### config.mk
export PLATFORM = sky130hd
export DESIGN_NAME = uart_rx_ctrl
export DESIGN_NICKNAME = d
export VERILOG_FILES = /design/src/rtl/uart_rx_pkg.sv /design/src/rtl/uart_rx_edge_bit_counter.sv /design/src/rtl/uart_rx_ctrl.sv
export SDC_FILE = /design/constraint.sdc
export NUM_CORES = 1
export LEC_CHECK = 0
export BUFFER_PORTS_ARGS = -buffer_cell sky130_fd_sc_hd__buf_4
export CORE_ASPECT_RATIO = 2
export CORE_MARGIN = 1.5
export CORE_UTILIZATION = 50
export DETAILED_ROUTE_END_ITERATION = 7
export PLACE_DENSITY = 0.74
export SYNTH_ARGS = -nofsm -noshare
export SYNTH_HDL_FRONTEND = slang
export SYNTH_SLANG_ARGS = --single-unit
### constraint.sdc
create_clock -name CLK -period 2.45 [get_ports CLK]
set_clock_uncertainty 0.1 [all_clocks]
set_input_delay 0.3675 -clock CLK [delete_from_list [all_inputs] [get_ports CLK]]
set_output_delay 0.3675 -clock CLK [all_outputs]
set_load 0.02 [all_outputs]
### src/rtl/uart_rx_pkg.sv
// Shared types and constants for the UART receive controller.
package uart_rx_pkg;
    localparam int DATA_W = 8;

    localparam logic PAR_EVEN = 1'b0;
    localparam logic PAR_ODD  = 1'b1;

    typedef enum logic [2:0] {
        IDLE,
        START,
        DATA,
        PARITY,
        STOP
    } rx_state_e;
endpackage

### src/rtl/uart_rx_edge_bit_counter.sv
// Oversample edge counter and data-bit counter for the UART receiver.
module uart_rx_edge_bit_counter (
    input  logic       CLK,
    input  logic       RST,
    input  logic       enable,
    input  logic       bit_en,
    input  logic [5:0] prescale,
    output logic [5:0] edge_cnt,
    output logic [2:0] bit_cnt,
    output logic       bit_done
);
    logic [5:0] edge_cnt_q, edge_cnt_d;
    logic [2:0] bit_cnt_q, bit_cnt_d;

    // Any prescale value terminates a bit within 64 cycles because the
    // 6-bit counter always reaches prescale-1 before wrapping.
    assign bit_done = enable && (edge_cnt_q == prescale - 6'd1);

    always_comb begin
        edge_cnt_d = edge_cnt_q;
        bit_cnt_d  = bit_cnt_q;
        if (!enable)
            edge_cnt_d = '0;
        else if (bit_done)
            edge_cnt_d = '0;
        else
            edge_cnt_d = edge_cnt_q + 6'd1;

        if (!bit_en)
            bit_cnt_d = '0;
        else if (bit_done)
            bit_cnt_d = bit_cnt_q + 3'd1;
    end

    always_ff @(posedge CLK or negedge RST) begin
        if (!RST) begin
            edge_cnt_q <= '0;
            bit_cnt_q  <= '0;
        end else begin
            edge_cnt_q <= edge_cnt_d;
            bit_cnt_q  <= bit_cnt_d;
        end
    end

    assign edge_cnt = edge_cnt_q;
    assign bit_cnt  = bit_cnt_q;
endmodule

### src/rtl/uart_rx_ctrl.sv
// UART receive controller: frame FSM, data shifter, parity/stop checking.
module uart_rx_ctrl
    import uart_rx_pkg::*;
(
    input  logic              CLK,
    input  logic              RST,
    input  logic              RX_IN,
    input  logic [5:0]        Prescale,
    input  logic              PAR_EN,
    input  logic              PAR_TYP,
    input  logic              sampled_bit,
    output logic              data_samp_en,
    output logic [5:0]        edge_cnt,
    output logic [DATA_W-1:0] P_DATA,
    output logic              data_valid,
    output logic              par_err,
    output logic              stp_err
);
    rx_state_e          state_q, state_d;
    logic [DATA_W-1:0]  shift_q, shift_d;
    logic [DATA_W-1:0]  p_data_q, p_data_d;
    logic [5:0]         prescale_q, prescale_d;
    logic               par_en_q, par_en_d;
    logic               par_typ_q, par_typ_d;
    logic               frame_err_q, frame_err_d;
    logic               samp_en_q, samp_en_d;
    logic               data_valid_q, data_valid_d;
    logic               par_err_q, par_err_d;
    logic               stp_err_q, stp_err_d;

    logic [2:0]         bit_cnt;
    logic               bit_done;
    logic               exp_par;

    uart_rx_edge_bit_counter u_cnt (
        .CLK      (CLK),
        .RST      (RST),
        .enable   (state_q != IDLE),
        .bit_en   (state_q == DATA),
        .prescale (prescale_q),
        .edge_cnt (edge_cnt),
        .bit_cnt  (bit_cnt),
        .bit_done (bit_done)
    );

    assign exp_par = (^shift_q) ^ (par_typ_q == PAR_ODD);

    always_comb begin
        state_d      = state_q;
        shift_d      = shift_q;
        p_data_d     = p_data_q;
        prescale_d   = prescale_q;
        par_en_d     = par_en_q;
        par_typ_d    = par_typ_q;
        frame_err_d  = frame_err_q;
        data_valid_d = 1'b0;
        par_err_d    = 1'b0;
        stp_err_d    = 1'b0;
        case (state_q)
            IDLE: if (!RX_IN) begin
                // Frame configuration is frozen for the whole frame.
                state_d     = START;
                prescale_d  = Prescale;
                par_en_d    = PAR_EN;
                par_typ_d   = PAR_TYP;
                frame_err_d = 1'b0;
            end
            START: if (bit_done)
                state_d = sampled_bit ? IDLE : DATA;
            DATA: if (bit_done) begin
                shift_d = {sampled_bit, shift_q[DATA_W-1:1]};
                if (bit_cnt == 3'd7)
                    state_d = par_en_q ? PARITY : STOP;
            end
            PARITY: if (bit_done) begin
                if (sampled_bit != exp_par) begin
                    frame_err_d = 1'b1;
                    par_err_d   = 1'b1;
                end
                state_d = STOP;
            end
            STOP: if (bit_done) begin
                if (!sampled_bit)
                    stp_err_d = 1'b1;
                else if (!frame_err_q) begin
                    p_data_d     = shift_q;
                    data_valid_d = 1'b1;
                end
                state_d = IDLE;
            end
            default: state_d = IDLE;
        endcase
        // Held through every non-idle cycle so the sampler keeps its votes.
        samp_en_d = (state_d != IDLE);
    end

    always_ff @(posedge CLK or negedge RST) begin
        if (!RST) begin
            state_q      <= IDLE;
            shift_q      <= '0;
            p_data_q     <= '0;
            prescale_q   <= '0;
            par_en_q     <= 1'b0;
            par_typ_q    <= 1'b0;
            frame_err_q  <= 1'b0;
            samp_en_q    <= 1'b0;
            data_valid_q <= 1'b0;
            par_err_q    <= 1'b0;
            stp_err_q    <= 1'b0;
        end else begin
            state_q      <= state_d;
            shift_q      <= shift_d;
            p_data_q     <= p_data_d;
            prescale_q   <= prescale_d;
            par_en_q     <= par_en_d;
            par_typ_q    <= par_typ_d;
            frame_err_q  <= frame_err_d;
            samp_en_q    <= samp_en_d;
            data_valid_q <= data_valid_d;
            par_err_q    <= par_err_d;
            stp_err_q    <= stp_err_d;
        end
    end

    assign data_samp_en = samp_en_q;
    assign P_DATA       = p_data_q;
    assign data_valid   = data_valid_q;
    assign par_err      = par_err_q;
    assign stp_err      = stp_err_q;
endmodule
Yosys cells after proc, flatten, opt, wreduce, memory -nomap -nowiden
Cells that the tools add are included.
Widths: inputs -> output; s select.
Storage, ports and cells
  flip-flop bits (word level): 41
  latch bits: 0
  memory bits (writable): 0
  bits in read-only memories: 0
  bits of input ports: 12
  output and inout port bits: 18
  logic and storage cells: 67
  memories: 0
Cells by class
  add/subtract/negate cells: 3
  multipliers: 0
  div/mod/pow operators: 0
  order comparisons: 0
  equal/unequal tests: 11
  shift operators: 0
  mux-type cells: 27
  bitwise operators: 3
  reductions and logical operators: 10
Operators by type and width (number)
  $mux 3: 9
  $pmux 3 s5: 1
  $mux 1: 13
  $mux 6: 2
  $ne 2x2->1 const B: 4
  $reduce_and 4->1: 2
  $reduce_xor 8->1: 1
  $add 6x1->6 const B: 1
  $eq 3x2->1 const B: 2
  $eq 3x3->1 const B: 2
  $eq 6x6->1: 1
  $reduce_bool 3->1: 2
  $sub 6x1->6 const B: 1
  $reduce_and 2->1: 2
  $add 3x1->3 const B: 1
  $eq 3x1->1 const B: 1
  $logic_not 3->1: 1
  $mux 2: 1
  $not 1->1: 2
  $pmux 1 s2: 1
  $reduce_bool 2->1: 1
  $logic_and 1x1->1: 1
  $ne 1x1->1: 1
  $xor 1x1->1: 1

Logic depth before layout (Yosys ltp)
  depth after elaboration: 6
  depth in mapped cells: 9

Cells and area by module
From an unflattened synthesis, not the netlist that was laid out.
Unflattened totals
  cells, all modules: 157
  area total of the unflattened synthesis: 1978.1 µm²
Modules (own cells, without submodules)
  uart_rx_ctrl: instances 1, cells each 97, area each 1376.3 µm², sequential area each 800.8 µm²
  uart_rx_edge_bit_counter: instances 1, cells each 60, area each 601.8 µm², sequential area each 225.2 µm²

Worst setup path after synthesis
No wires, ideal clock.
  kind: reg2reg
  start point: register u_cnt.edge_cnt_q[2] (netlist: u_cnt.edge_cnt[2])
  end point: register shift_q[0]
  setup time: 0.125 ns
  data arrival time: 2.175 ns
  slack: 0.050 ns
  cell stages (with the launch flop): 8
  path buffers: 2
  period minus slack after synthesis: 2.400 ns
  cell sequence: dfrtp_1 xnor3_1 o2111ai_1 or2_0 buf_2 or3_1 buf_6 mux2_4
On the way
  longest elaborated chain between the ends: 3
RTL lines
  start: declaration: line uart_rx_edge_bit_counter.sv:12  | logic [5:0] edge_cnt_q, edge_cnt_d;
  start signal: assignment: line uart_rx_edge_bit_counter.sv:40  | edge_cnt_q <= edge_cnt_d;
  $eq 6x6->1: line uart_rx_edge_bit_counter.sv:17  | assign bit_done = enable && (edge_cnt_q == prescale - 6'd1);
  $logic_and 1x1->1: line uart_rx_edge_bit_counter.sv:17
  $reduce_and 2->1 (no line)
  end signal: assignment: line uart_rx_ctrl.sv:112  | shift_q <= shift_d;
  end: declaration: line uart_rx_ctrl.sv:20  | logic [DATA_W-1:0] shift_q, shift_d;
Every way passes these cells.
A chain may end at the register's enable or synchronous reset.

Worst setup path after layout
  start point: register prescale_q[0]
  end point: register shift_q[0]
On the way
  longest elaborated chain between the ends: 4
RTL lines
  start: declaration: line uart_rx_ctrl.sv:22  | logic [5:0] prescale_q, prescale_d;
  start signal: assignment: line uart_rx_ctrl.sv:114  | prescale_q <= prescale_d;
  $sub 6x1->6: line uart_rx_edge_bit_counter.sv:17
  $eq 6x6->1: line uart_rx_edge_bit_counter.sv:17
  $logic_and 1x1->1: line uart_rx_edge_bit_counter.sv:17
  $reduce_and 2->1 (no line)
Every way passes these cells.

==> summary.txt <==
Critical path
  – Largest incremental delay on the critical path: 0.40 ns
  – Slowest CP cell: dfrtp_1
  – Crit-path leading delay family: simple AND/OR/NAND/NOR gates
  – Max FO, Critical Path: 8
  – Data required, critical path: 2.52 ns
  – Cell Chain, Critical Path: inv_2, ha_4, xor2_2, o2111ai_2, or2_1, or3_4, buf_6, mux2_4
  – Number of cells on the critical path: 8
  – Critical Path Sink Type: flop
  – FF-to-FF Start: prescale_q[0]
  – WS Path Type: reg2reg
  – Crit path buf inv count: 2
  – R2R setup slack: about 0.032 ns
  – R2r endpoint: shift_q[0]
  – Worst r2r path cells: 8
  – CP Launch Type: flop
  – Arr. time, crit path: 2.49 ns

Layout
  – N_diodes: 0
  – Layout area overhead: 25.4%
  – Share of layout cells above drive strength 1: 39.1%
  – Final net count: 218
  – Final Non-Filler Cells: 253

Yosys
  – Most common cell in the netlist: dfrtp_1
  – Syn avg cell area: between 10 and 15 um2
  – Mapped Area: a little under 0.002 mm2
  – Yosys Warn Count: 0
  – Library cells used by synthesis: 36
  – Post-synth top flop: dfrtp_1
  – Syn nets: 175
  – Post-synthesis register bit count: around 40
  – Top cells by area, synth: dfrtp_1 (52%), mux2_2 (7.5%), xnor2_1 (6.3%), mux2_4 (6.1%), ha_1 (2.6%)
  – Cell taking the most area after synthesis: dfrtp_1
  – Async set-or-reset flop fraction in the synthesized netlist: 100%
  – Most frequent cells after synthesis: dfrtp_1 (41), xnor2_1 (14), mux2_2 (13), mux2_4 (8), nor3_1 (8)
  – Gate Count Post-Synth: 159
  – Post-synth top area share: 52.5%
  – EDFF count, synth: 0
  – Seq/Total Area, Yosys: a little over half

Timing
  – Post-layout min period: 2.42 ns
  – Final Hold Fails: 0
  – Slew Viols, Final: 0
  – Fmax: 414 MHz
  – Period utilization: 98.7%
  – Worst-margin pin slew: 0.842 ns
  – Fin Hold WS: 0.184 ns
  – Final setup violation count: 0
  – Slew headroom: 43.4%

Pwr
  – Switch share: between 30% and 40%
  – Pwr/cell area: 1080 mW/mm2
  – Design Power: approximately 2.6 mW
  – P_int: 1.65 mW
  – Clock Power Share: around 17%
  – Maximum VDD drop: 0.646 mV
  – Net Switching: between 0.9 and 1 mW
  – Flop pwr share: 39.4%
  – Gate power share: 44.1%
  – Leak: 1.17 nW

Die
  – Die X-Extent: about 47 um
  – Number of I/O pins: 30
  – Row cnt: 32
  – Die area: 0.00432 mm2
  – Die height: between 90 and 100 um
  – Initial Util: 51.4%
  – Core ar.: roughly 0.0038 mm2

Drt
  – Residual DRC: 0
  – Number of nets with antenna violations after routing: 0
  – Pre-antenna DRT Iters: 4
  – DR iter-0 viols: 29
  – Routed WL: 4100 um
  – Drt wl/cell: 16.2 um
  – Vias: roughly 1400
  – Via density: between 5 and 6

Global route
  – GRT overflow: 0
  – Vias in the first global route: 1556
  – Initial antenna violation count: 0
  – Largest net degree at the start of global routing: 42
  – All-Layer GR Usage: 22.1%
  – First-pass GRT wire length: 6890 um

CTS
  – CTS buffer count: 5
  – Clock tree sinks: 41
  – H-Tree Depth: 2
  – Clk pin slew, worst setup/hold paths: 0.07 ns
  – CTS tree: done
  – Worst-skew pair later-pin latency: slightly below 0.3 ns
  – Max clock buf depth: 2
  – Clk root buf: clkbuf_8

Worst hold path
  – Worst Hold Depth: 3
  – WHS Endpoint: par_en_q
  – Hold Path Origin: PAR_EN
  – Worst Hold Class: in2reg

Placed design
  – Number of port buffers: 29
  – GPL Wtd Cong: 0.826
  – Cells after DPL: 243
  – DP HPWL: 2980 um

Run status
  – Outcome: finished clean

Run
  – Max Cap Viol: 0
-- cells in the final DEF, fill, tap and decap left out, types with 5 or more instances in the layout --
master / Yosys / routed
buf_4: 0 / 38
mux2_4: 8 / 8
nand3_1: 5 / 5
clkbuf_8: 0 / 6
nor3_1: 8 / 7
o21ai_0: 7 / 7
a21oi_1: 7 / 7
xnor2_1: 14 / 13
nand2_1: 6 / 6
mux2_2: 13 / 13
dfrtp_1: 41 / 41
nor2_1: 5 / 5
-- repair_timing --
item,CTS,global route
hold buffers,1,0
pin swaps,0,3
gates resized for setup,1,11
buffers inserted,1,1
setup endpoints to repair,7,9
endpoints found under the hold margin,41,0
-- layer usage --
layer | track usage, % | part of all wire [%] | up-vias
met5 | 0 | 0 | -
met4 | 11.6 | 3.4 | 0
met3 | 5.37 | 4.6 | 12
met2 | 37.9 | 56 | 41
met1 | 22.8 | 35 | 694
li1 | - | - | 647
-- sequential cells by signal, indices dropped and copies added, names as in the netlist --
register        cells
stp_err             1
par_en_q            1
u_cnt.edge_cnt      6
prescale_q          6
P_DATA              8
state_q             3
frame_err_q         1
par_err             1
data_valid          1
u_cnt.bit_cnt       3
par_typ_q           1
data_samp_en        1
shift_q             8
-- layout make-up --
class	instances	area, um2
well taps	51	63.8
repair buffers	40	307
inverters	4	15.0
multi-input cells	110	953
clock buffers	7	86.3
fillers	303	1350
flip-flops and latches	41	1030
-- power by group through the flow --
stage	clock (mW)	sequential (mW)	combinational (mW)
after floorplan	0	1.03	0.694
after global placement	0	1.03	0.993
after detailed placement	0	1.03	1.04
after CTS	0.447	1.02	1.09
after global routing	0.471	1.06	1.27
final	0.436	1.04	1.17
-- worst register-to-register path, cell delays in order, from the launching register on --
cell and delay (ns):
dfrtp_1 0.40, inv_2 0.07, ha_4 0.28, xor2_2 0.16, o2111ai_2 0.17, or2_1 0.28, or3_4 0.39, buf_6 0.16
mux2_4 0.30
-- logic make-up after synthesis --
| family | after synthesis | synth area share (%) |
|---|---|---|
| AO/OA/AOI/OAI | 22 | 7.36 |
| XOR/XNOR | 20 | 9.67 |
| adder cells (fa/ha/maj) | 4 | 2.56 |
| buffers and inverters | 8 | 1.98 |
| flip-flops | 41 | 52.5 |
| multiplexers | 21 | 13.6 |
| AND/OR/NAND/NOR | 43 | 12.3 |
-- stage by stage --
stage / utilization, % / cell area, um2 / setup WS, ns / TNS, ns
6_report: 64.4 / 2450 / 0.0319 / 0
5_1_grt: 64.4 / 2450 / -0.0430 / -0.293
4_1_cts: 62.8 / 2390 / 0.0220 / 0
3_5_place_dp: 59.9 / 2280 / 0.0426 / 0
3_3_place_gp: 59.9 / 2280 / 0.143 / 0
2_1_floorplan: - / 1950 / 0.0496 / 0
-- worst max path at each step --
stage | startpoint | to | slack [ns]
after floorplan | u_cnt.edge_cnt[2] | shift_q[0] | 0.05
after global placement | prescale_q[0] | shift_q[2] | 0.14
after detailed placement | prescale_q[0] | shift_q[0] | 0.04
after CTS | prescale_q[0] | shift_q[0] | 0.02
after global routing | prescale_q[0] | shift_q[0] | -0.04
final | prescale_q[0] | shift_q[0] | 0.03
Power figures use the tool's default switching activity.
